$ cat config.mk
export PLATFORM = sky130hd
export DESIGN_NAME = multicycle_adder_subtracter_module
export DESIGN_NICKNAME = d
export VERILOG_FILES = /design/src/rtl/multicycle_adder_subtracter_module.sv
export SDC_FILE = /design/constraint.sdc
export NUM_CORES = 1
export LEC_CHECK = 0
export ABC_CLOCK_PERIOD_IN_PS = 6150
export CORE_MARGIN = 2
export CORE_UTILIZATION = 28
export DETAILED_ROUTE_END_ITERATION = 7
export PLACE_DENSITY = 0.47
export SLEW_MARGIN = 20
export SYNTH_ARGS = -nofsm -noshare
export SYNTH_HDL_FRONTEND = slang
export SYNTH_SLANG_ARGS = --single-unit
$ cat constraint.sdc
create_clock -name clk -period 6.15 [get_ports clk]
set_input_delay 1.845 -clock clk [delete_from_list [all_inputs] [get_ports clk]]
set_output_delay 1.845 -clock clk [all_outputs]
set_load 0.1 [all_outputs]
$ cat src/rtl/multicycle_adder_subtracter_module.sv
// Two's-complement add/subtract processed CHUNK bits per cycle, with optional saturation.
// Latency: start at edge 0 -> done pulse after edge N (N = WIDTH/CHUNK), ready again after edge N+1.
// Backpressure: start is only honoured while ready=1; requests during RUN/DONE are dropped, not queued.
module multicycle_adder_subtracter_module #(
    parameter int WIDTH = 16,
    parameter int CHUNK = 4
) (
    input  logic             clk,
    input  logic             rst_n,
    input  logic             start,
    input  logic [WIDTH-1:0] a,
    input  logic [WIDTH-1:0] b,
    input  logic             s,
    input  logic             sat,
    output logic             ready,
    output logic             done,
    output logic [WIDTH-1:0] sum,
    output logic             cout,
    output logic             v,
    output logic             zero
);

    localparam int N    = WIDTH / CHUNK;
    localparam int IDXW = (N > 1) ? $clog2(N) : 1;

    typedef enum logic [1:0] {IDLE, RUN, DONE} state_t;

    state_t           state_q;
    logic [WIDTH-1:0] a_q, b_q, res_q;
    logic             carry_q, sat_q;
    logic [IDXW-1:0]  idx_q;
    logic             ready_q, done_q, cout_q, v_q, zero_q;
    logic [WIDTH-1:0] sum_q;

    logic [CHUNK-1:0] a_chk, b_chk;
    logic [CHUNK:0]   chk_sum;
    logic [WIDTH-1:0] res_d, final_d;
    logic             msb_cin, v_d, last;

    always_comb begin
        a_chk   = a_q[int'(idx_q)*CHUNK +: CHUNK];
        b_chk   = b_q[int'(idx_q)*CHUNK +: CHUNK];
        chk_sum = {1'b0, a_chk} + {1'b0, b_chk} + {{CHUNK{1'b0}}, carry_q};
        res_d   = res_q;
        res_d[int'(idx_q)*CHUNK +: CHUNK] = chk_sum[CHUNK-1:0];
        // Carry into the MSB recovered from the MSB sum bit; only meaningful on the last chunk.
        msb_cin = a_q[WIDTH-1] ^ b_q[WIDTH-1] ^ res_d[WIDTH-1];
        v_d     = msb_cin ^ chk_sum[CHUNK];
        if (sat_q && v_d) begin
            final_d = a_q[WIDTH-1] ? {1'b1, {(WIDTH-1){1'b0}}} : {1'b0, {(WIDTH-1){1'b1}}};
        end else begin
            final_d = res_d;
        end
        last = (idx_q == IDXW'(N-1));
    end

    always_ff @(posedge clk) begin
        if (!rst_n) begin
            state_q <= IDLE;
            a_q     <= '0;
            b_q     <= '0;
            res_q   <= '0;
            carry_q <= 1'b0;
            sat_q   <= 1'b0;
            idx_q   <= '0;
            ready_q <= 1'b1;
            done_q  <= 1'b0;
            sum_q   <= '0;
            cout_q  <= 1'b0;
            v_q     <= 1'b0;
            zero_q  <= 1'b1;
        end else begin
            done_q <= 1'b0;
            case (state_q)
                IDLE: begin
                    if (start) begin
                        a_q     <= a;
                        b_q     <= b ^ {WIDTH{s}};
                        sat_q   <= sat;
                        carry_q <= s;
                        idx_q   <= '0;
                        ready_q <= 1'b0;
                        state_q <= RUN;
                    end
                end
                RUN: begin
                    res_q   <= res_d;
                    carry_q <= chk_sum[CHUNK];
                    idx_q   <= idx_q + 1'b1;
                    if (last) begin
                        sum_q   <= final_d;
                        cout_q  <= chk_sum[CHUNK];
                        v_q     <= v_d;
                        zero_q  <= (final_d == '0);
                        done_q  <= 1'b1;
                        state_q <= DONE;
                    end
                end
                DONE: begin
                    ready_q <= 1'b1;
                    state_q <= IDLE;
                end
                default: begin
                    ready_q <= 1'b1;
                    state_q <= IDLE;
                end
            endcase
        end
    end

    assign ready = ready_q;
    assign done  = done_q;
    assign sum   = sum_q;
    assign cout  = cout_q;
    assign v     = v_q;
    assign zero  = zero_q;

endmodule
==> reports/summary.log, run 1 <==
[pwr] leakage dissipation 1.94 nW
[routing] count of TritonRoute iterations in the first routing pass 4
[global_route] final global-route overflow total 0
[yosys] count of distinct cell types in the synthesized netlist 57
[yosys] Synth Flop Type sky130_fd_sc_hd__dfxtp_1
[worst_setup_path] CP arrival 4.15 ns
[clock_network] PostCTS Resize Cnt 0
[layout] number of nets in the finished design 505
[clock_network] number of sinks on the clock net 75
[yosys] synthesized net count 462
[floorplan] placeable core region 0.0131 mm2
[worst_hold_path] Worst Min Path Start sum[5]$_SDFFE_PN0P_
[yosys] synthesized area 0.00374 mm2
[worst_setup_path] data required time at the worst endpoint 6.32 ns
[clock_network] number of buffers on the longest clock path 2
[placement] detailed-placement wirelength estimate 6570 um
[yosys] synthesis warning total 0
[layout] antenna diode instance count 0
[yosys] Cells after Synth 414
[routing] vias after detailed routing 3059
[routing] routed wire length 9260 um
[floorplan] number of placed I/O pins 58
[yosys] leading cell type by number of instances after synthesis sky130_fd_sc_hd__nand2_1
[outcome] outcome finished, final reports clean
[pwr] PwrDens 273 mW/mm2
[sta] Fin Clk Skew 0.00372 ns
[sta] worst slew slack as a fraction of its limit 31.5%
[pwr] Max rail drop VDD 120 uV
[global_route] first-pass GRT wire length 15800 um
[routing] per-cell routed wire length 14.5 um
[yosys] FF+latch count, synth 75
[placement] count of buffers inserted at the top-level ports 57
[yosys] area share of the leading cell type in the synthesized netlist 40.1%
[yosys] number of enable-type register cells in the synthesized netlist 0
[clock_network] number of buffers added by the clock tree synthesis step 9
[yosys] sequential element share of the synthesized area 40.1%
[floorplan] effective utilization at floorplan 28.5%
[routing] number of remaining DRC errors 0
[yosys] Post-Syn Area per Cell 9.04 um2
[layout] share of layout cells above drive strength 1 6.94%
[sta] Fmax achieved 251 MHz
[worst_setup_path] WS Path Type reg2reg
[floorplan] Vert. Die Dim 120 um
[clock_network] Clock Tree Root sky130_fd_sc_hd__clkbuf_16
[yosys] asr flop ratio synth 0%
[clock_network] clock transition time at the flip-flop clock pins of the worst setup and hold paths 0.06 ns
[floorplan] number of placement rows 42
[worst_setup_path] CP startpoint kind register
[layout] post-synthesis to final-layout area growth 26.4%
[sta] Setup TNS 0 ns
[worst_setup_path] Crit. Startpoint idx_q[0]$_SDFFE_PN0P_
[clock_network] clock insertion delay at the later pin of the skew report 0.33 ns
[worst_hold_path] class of the most critical hold timing path reg2reg
[sta] post-route fraction of the period consumed by the critical path 64.8%
[sta] post-layout min period 3.99 ns
[yosys] top cell type by total area after synthesis sky130_fd_sc_hd__dfxtp_1
[routing] remaining antenna violation count 0
[worst_setup_path] worst reg2reg startpoint idx_q[0]$_SDFFE_PN0P_
[global_route] pin count of the biggest net entering global routing 62
[global_route] total global routing track utilization 13.8%
[sta] number of max-slew violations in the final report 0
[job] number of max-cap violations 0
[layout] share of the core filled with cells in the final layout 36.0%
[sta] pin slew with the least headroom to its limit 1.03 ns
[routing] vias per std cell 4.80
[worst_setup_path] category of the worst setup path capture point register
[clock_network] hold buffer count at cts 0
[sta] final hold violations 0
[global_route] via count of the first global-routing pass 3067
[worst_setup_path] critical path fanouts, max 17
[floorplan] area enclosed by the die boundary 0.0143 mm2
[floorplan] Die X-Extent 120 um
[clock_network] clock tree from TritonCTS built
[yosys] commonest cells in the synthesized netlist sky130_fd_sc_hd__nand2_1, sky130_fd_sc_hd__dfxtp_1, sky130_fd_sc_hd__o211a_1, sky130_fd_sc_hd__clkbuf_1, sky130_fd_sc_hd__a21boi_0
[yosys] top cells by area, synth sky130_fd_sc_hd__dfxtp_1, sky130_fd_sc_hd__nand2_1, sky130_fd_sc_hd__o211a_1
[global_route] initial antenna violation count 0
[clock_network] H-tree lvl count 3
[sta] final setup violating endpoints 0
[clock_network] Post-CTS Setup Inserts 0
[placement] Final GP Congestion 0.819
[sta] unrepaired setup endpoints after global routing false
[routing] DRC violation total after the first TritonRoute iteration 134
-- cell usage in the layout (no fill, tap or decap), drive strengths merged, types with 3 or more instances in the layout --
| cell type | count |
|---|---|
| nand2 | 88 |
| dfxtp | 75 |
| clkdlybuf4s50 | 56 |
| o211a | 28 |
| a21boi | 21 |
| inv | 19 |
| xnor2 | 19 |
| o21ai | 18 |
| a21oi | 17 |
| clkbuf | 13 |
| nor2 | 12 |
| o22ai | 10 |
| ha | 9 |
| mux4 | 8 |
| and2 | 6 |
| nor2b | 6 |
| nand2b | 4 |
| and3 | 4 |
| a22oi | 4 |
| o221ai | 3 |
| nor3 | 3 |
| nor3b | 3 |
| buf | 3 |
-- flip-flops by register name (all words and copies together) (netlist names) --
| signal | cells |
|---|---|
| a_q | 16 |
| b_q | 16 |
| carry_q | 1 |
| cout | 1 |
| done | 1 |
| idx_q | 2 |
| ready | 1 |
| res_q | 16 |
| sat_q | 1 |
| state_q | 2 |
| sum | 16 |
| v | 1 |
| zero | 1 |
-- per-layer routing --
layer / wire length [um] / track usage, % / vias to the layer above
li1: - / - / 1536
met1: 4410 / 18.2 / 1430
met2: 4290 / 22.5 / 82
met3: 429 / 2.85 / 11
met4: 133 / 5.00 / 0
met5: 0 / 0 / -
-- through the flow --
step                area, um2  setup slack (ns)  instances  hold slack, ns  power, W
global route             4730              1.71        637           0.464   0.00136
floorplan                3740              2.89        414           0.440  0.000707
finish                   4730              2.16        637           0.444   0.00129
global placement         4430              2.18        622           0.437  0.000775
CTS                      4730              2.08        637           0.450   0.00131
detailed placement       4430              2.09        622           0.443  0.000779
-- area by class of cell --
| type | instances | area (um2) |
|---|---|---|
| Fill cell | 1404 | 8410 |
| Multi-Input combinational cell | 293 | 2060 |
| Sequential cell | 75 | 1500 |
| Timing Repair Buffer | 59 | 581 |
| Clock buffer | 13 | 260 |
| Tap cell | 176 | 220 |
| Inverter | 19 | 71.3 |
| Clock inverter | 2 | 35.0 |
-- worst max-delay path: stages (launching register included) --
cell                        delay, ns
sky130_fd_sc_hd__dfxtp_1         0.87
sky130_fd_sc_hd__mux4_2          0.62
sky130_fd_sc_hd__fa_1            0.43
sky130_fd_sc_hd__inv_1           0.09
sky130_fd_sc_hd__fa_1            0.28
sky130_fd_sc_hd__nand2b_1        0.14
sky130_fd_sc_hd__o2bb2ai_1       0.21
sky130_fd_sc_hd__xnor2_2         0.14
sky130_fd_sc_hd__xnor2_1         0.14
sky130_fd_sc_hd__o21ai_1         0.69
sky130_fd_sc_hd__a22oi_1         0.21
-- power by group --
group	internal, W	leakage (nW)	switching (W)
clock	0.000333	0.146	0.000193
combinational	0.000104	1.18	0.000126
sequential	0.000513	0.614	0.0000230
total	0.000951	1.94	0.000342
-- worst paths after layout --
kind	to	slack, ns	cells after the start
max	sum[6]$_SDFFE_PN0P_	2.16	10
min	sum[5]$_SDFFE_PN0P_	0.44	2
max reg2reg	sum[6]$_SDFFE_PN0P_	2.16	10
min reg2reg	sum[5]$_SDFFE_PN0P_	0.44	2
-- logic make-up after synthesis --
logic type / synth area share, %
AOI/OAI and AO/OA: 22.7
xor gates and xnor gates: 5.95
adders and majority gates: 4.08
buffers and inverters: 4.95
DFF: 40.1
muxes: 5.08
and+or+nand+nor: 17.2
Note: power is estimated with default switching activity, not from simulation.
==> run 2: changes to the inputs <==
--- a/config.mk
+++ b/config.mk
@@ -5,11 +5,11 @@
 export SDC_FILE = /design/constraint.sdc
 export NUM_CORES = 1
 export LEC_CHECK = 0
-export ABC_CLOCK_PERIOD_IN_PS = 6150
+export ABC_CLOCK_PERIOD_IN_PS = 3200
 export CORE_MARGIN = 2
 export CORE_UTILIZATION = 28
 export DETAILED_ROUTE_END_ITERATION = 7
-export PLACE_DENSITY = 0.47
+export PLACE_DENSITY = 0.49
 export SLEW_MARGIN = 20
 export SYNTH_ARGS = -nofsm -noshare
 export SYNTH_HDL_FRONTEND = slang
==> constraint.sdc (replaced) <==
create_clock -name clk -period 3.2 [get_ports clk]
set_input_delay 0.96 -clock clk [delete_from_list [all_inputs] [get_ports clk]]
set_output_delay 0.96 -clock clk [all_outputs]
set_load 0.1 [all_outputs]
==> run 2 against run 1 <==
Effect of this change: clock power increased by 100%; register-to-register slack worse by 2.0 ns; clock-buffer cell count is 1 higher; critical path depth is the same; power up 100%.
==> reports/summary.log, run 2 (synthesis gave the netlist of run 1 again) <==
[job] number of max-cap violations 0 [unchanged]
[placement] count of buffers inserted at the top-level ports 57 [unchanged]
[global_route] total global routing track utilization 13.5% [-0.36 points]
[pwr] Power, Total 0.00259 W [+100%]
[sta] Fmax achieved 327 MHz [+30%]
[routing] remaining antenna violation count 0 [unchanged]
[floorplan] Die X-Extent 120 um [unchanged]
[layout] area used by multi-input combinational logic 0.00216 mm2 [+4.6%]
[floorplan] number of placement rows 42 [unchanged]
[worst_setup_path] CP arrival 3.27 ns [-0.88 ns]
[sta] Fin Clk Skew 0.00881 ns [+0.00509 ns]
[clock_network] number of buffers added by the clock tree synthesis step 9 [unchanged]
[placement] worst slack at placement -0.00663 ns [-2.10 ns]
[worst_setup_path] Critical path buffers and inverters 2 [+1]
[sta] Setup TNS 0 ns [unchanged]
[layout] antenna diode instance count 0 [unchanged]
[worst_setup_path] worst stage delay on the critical path 0.56 ns [-0.31 ns]
[worst_setup_path] WS Path Type reg2reg
[global_route] via count of the first global-routing pass 3023 [-1.4%]
[clock_network] H-tree lvl count 3 [unchanged]
[worst_setup_path] cells traversed along the worst timing path buf_4 -> mux4_2 -> ha_4 -> buf_4 -> nand2b_4 -> o2bb2ai_4 -> xnor2_4 -> xnor3_2 -> a221oi_1 -> o21ai_0
[routing] vias per std cell 4.68 [-2.5%]
[layout] post-synthesis to final-layout area growth 32.6%
[placement] Final GP Congestion 0.845 [+3.1%]
[clock_network] clock insertion delay at the later pin of the skew report 0.33 ns [about the same]
[worst_setup_path] family of cells with the greatest summed delay on the critical path XOR/XNOR gates
[worst_setup_path] category of the worst setup path capture point register
[outcome] outcome finished, final reports clean
[pwr] Max rail drop VDD 240 uV [+100%]
[clock_network] number of buffers on the longest clock path 2 [unchanged]
[global_route] initial antenna violation count 0 [unchanged]
[placement] placed cell area 0.00454 mm2 [+2.3%]
[sta] post-layout min period 3.06 ns [-0.927 ns]
[layout] Layout fillers 1400 [-0.28%]
[layout] flip-flop and latch area 0.00151 mm2 [+0.33%]
[placement] detailed-placement wirelength estimate 6800 um [+3.5%]
[worst_hold_path] class of the most critical hold timing path reg2reg
[routing] count of TritonRoute iterations in the first routing pass 5 [+1]
[routing] number of remaining DRC errors 0 [unchanged]
[sta] final critical-path setup slack 0.140 ns [-2.02 ns]
[routing] vias after detailed routing 3094 [+1.1%]
[sta] final hold violations 0 [unchanged]
[routing] per-cell routed wire length 14.2 um [-2.1%]
[floorplan] Vert. Die Dim 120 um [unchanged]
[global_route] first-pass GRT wire length 15200 um [-3.6%]
[pwr] leakage dissipation 2.11 nW [+8.9%]
[layout] share of the core filled with cells in the final layout 37.8% [+1.8 points]
[pwr] PwrDens 523 mW/mm2 [+91%]
[sta] post-route fraction of the period consumed by the critical path 95.6% [+31 points]
[clock_network] clock tree from TritonCTS built
[worst_setup_path] cell with the largest stage delay on the worst path sky130_fd_sc_hd__mux4_2
[floorplan] area enclosed by the die boundary 0.0143 mm2 [unchanged]
[layout] number of nets in the finished design 528 [+4.6%]
[sta] final setup violating endpoints 0 [unchanged]
[worst_setup_path] CP startpoint kind register
[floorplan] effective utilization at floorplan 28.5% [unchanged]
[sta] worst slew slack as a fraction of its limit 51.6% [+20 points]
[layout] most frequent standard cell in the layout excluding fill and tap cells sky130_fd_sc_hd__nand2_1
[global_route] final global-route overflow total 0 [unchanged]
[clock_network] Clock Tree Root sky130_fd_sc_hd__clkbuf_16
[layout] share of layout cells above drive strength 1 16.5% [+9.6 points]
[layout] leading cell types in the layout, fill and taps excluded sky130_fd_sc_hd__nand2_1, sky130_fd_sc_hd__dfxtp_1, sky130_fd_sc_hd__buf_4
[worst_setup_path] data required time at the worst endpoint 3.41 ns [-2.91 ns]
[floorplan] number of placed I/O pins 58 [unchanged]
[clock_network] number of sinks on the clock net 75 [unchanged]
[global_route] pin count of the biggest net entering global routing 51 [-18%]
[worst_setup_path] critical path fanouts, max 8 [-9]
[sta] number of max-slew violations in the final report 0 [unchanged]
[worst_setup_path] most numerous cell on the critical path sky130_fd_sc_hd__buf_4
[routing] routed wire length 9410 um [+1.6%]
[clock_network] clock transition time at the flip-flop clock pins of the worst setup and hold paths 0.05 ns [about the same]
[routing] DRC violation total after the first TritonRoute iteration 159 [+19%]
[sta] pin slew with the least headroom to its limit 0.724 ns [-0.303 ns]
[layout] post-route cell area 0.00496 mm2 [+4.9%]
[floorplan] placeable core region 0.0131 mm2 [unchanged]
-- run 2: cell types whose count changed in the layout (fill, tap and decap cells not counted), sizes merged --
cell / before / now
clkinv: 1 / 0
clkbuf: 13 / 14
clkdlybuf4s50: 56 / 36
buf: 3 / 45
xnor3: 1 / 2
bufinv: 1 / 2
-- run 2: path summary, 6_finish.rpt --
kind                               to  slack [ns]  cells past startpoint             startpoint
setup / recovery  sum[1]$_SDFFE_PN0P_        0.14                     10  idx_q[0]$_SDFFE_PN0P_
hold / removal    sum[4]$_SDFFE_PN0P_        0.45                      2    sum[4]$_SDFFE_PN0P_
setup reg to reg  sum[1]$_SDFFE_PN0P_        0.14                     10  idx_q[0]$_SDFFE_PN0P_
hold reg to reg   sum[4]$_SDFFE_PN0P_        0.45                      2    sum[4]$_SDFFE_PN0P_
-- run 2: final cells by class --
cell class	instances	area share, %
flip-flops and latches	75	30.4
multi-input cells	294	43.4
clock buffers	14	4.92
repair buffers	81	14.2
well taps	176	4.44
clock inverters	2	1.21
inverters	19	1.44
-- run 2: power breakdown --
| group | total [W] | internal, W | switching, W |
|---|---|---|---|
| Clock | 0.00105 | 0.000684 | 0.000365 |
| Combinational | 0.000522 | 0.000246 | 0.000276 |
| Sequential | 0.00102 | 0.000987 | 0.0000356 |
-- run 2: repair_timing --
item / in CTS / in global routing
cloned: 0 / 1
setup buffers: 0 / 2
hold buffers: 0 / 0
pin swaps: 0 / 6
resized for setup: 1 / 14
endpoints found under the setup margin: 1 / 17
-- run 2: worst reg2reg max path: cells and delay by family, from the launching register on --
kind / cells / cell delay (ns)
adder cells (fa/ha/maj): 1 / 0.30
AND/OR/NAND/NOR: 1 / 0.07
flip-flops: 1 / 0.38
multiplexers: 1 / 0.56
buffers and inverters: 2 / 0.32
XOR/XNOR: 2 / 0.78
AO/OA/AOI/OAI: 3 / 0.54
-- run 2: metal layers --
layer | part of all wire, % | global-route usage, %
met1 | 47 | 17.4
met2 | 46 | 22.1
met3 | 5.8 | 3.56
met4 | 1.2 | 4.12
met5 | 0 | 0
-- run 2: metrics by stage --
stage	cells	hold WS, ns
3_3_place_gp	642	0.440
2_1_floorplan	414	0.440
3_5_place_dp	642	0.444
5_1_grt	661	0.472
4_1_cts	658	0.452
6_report	661	0.446
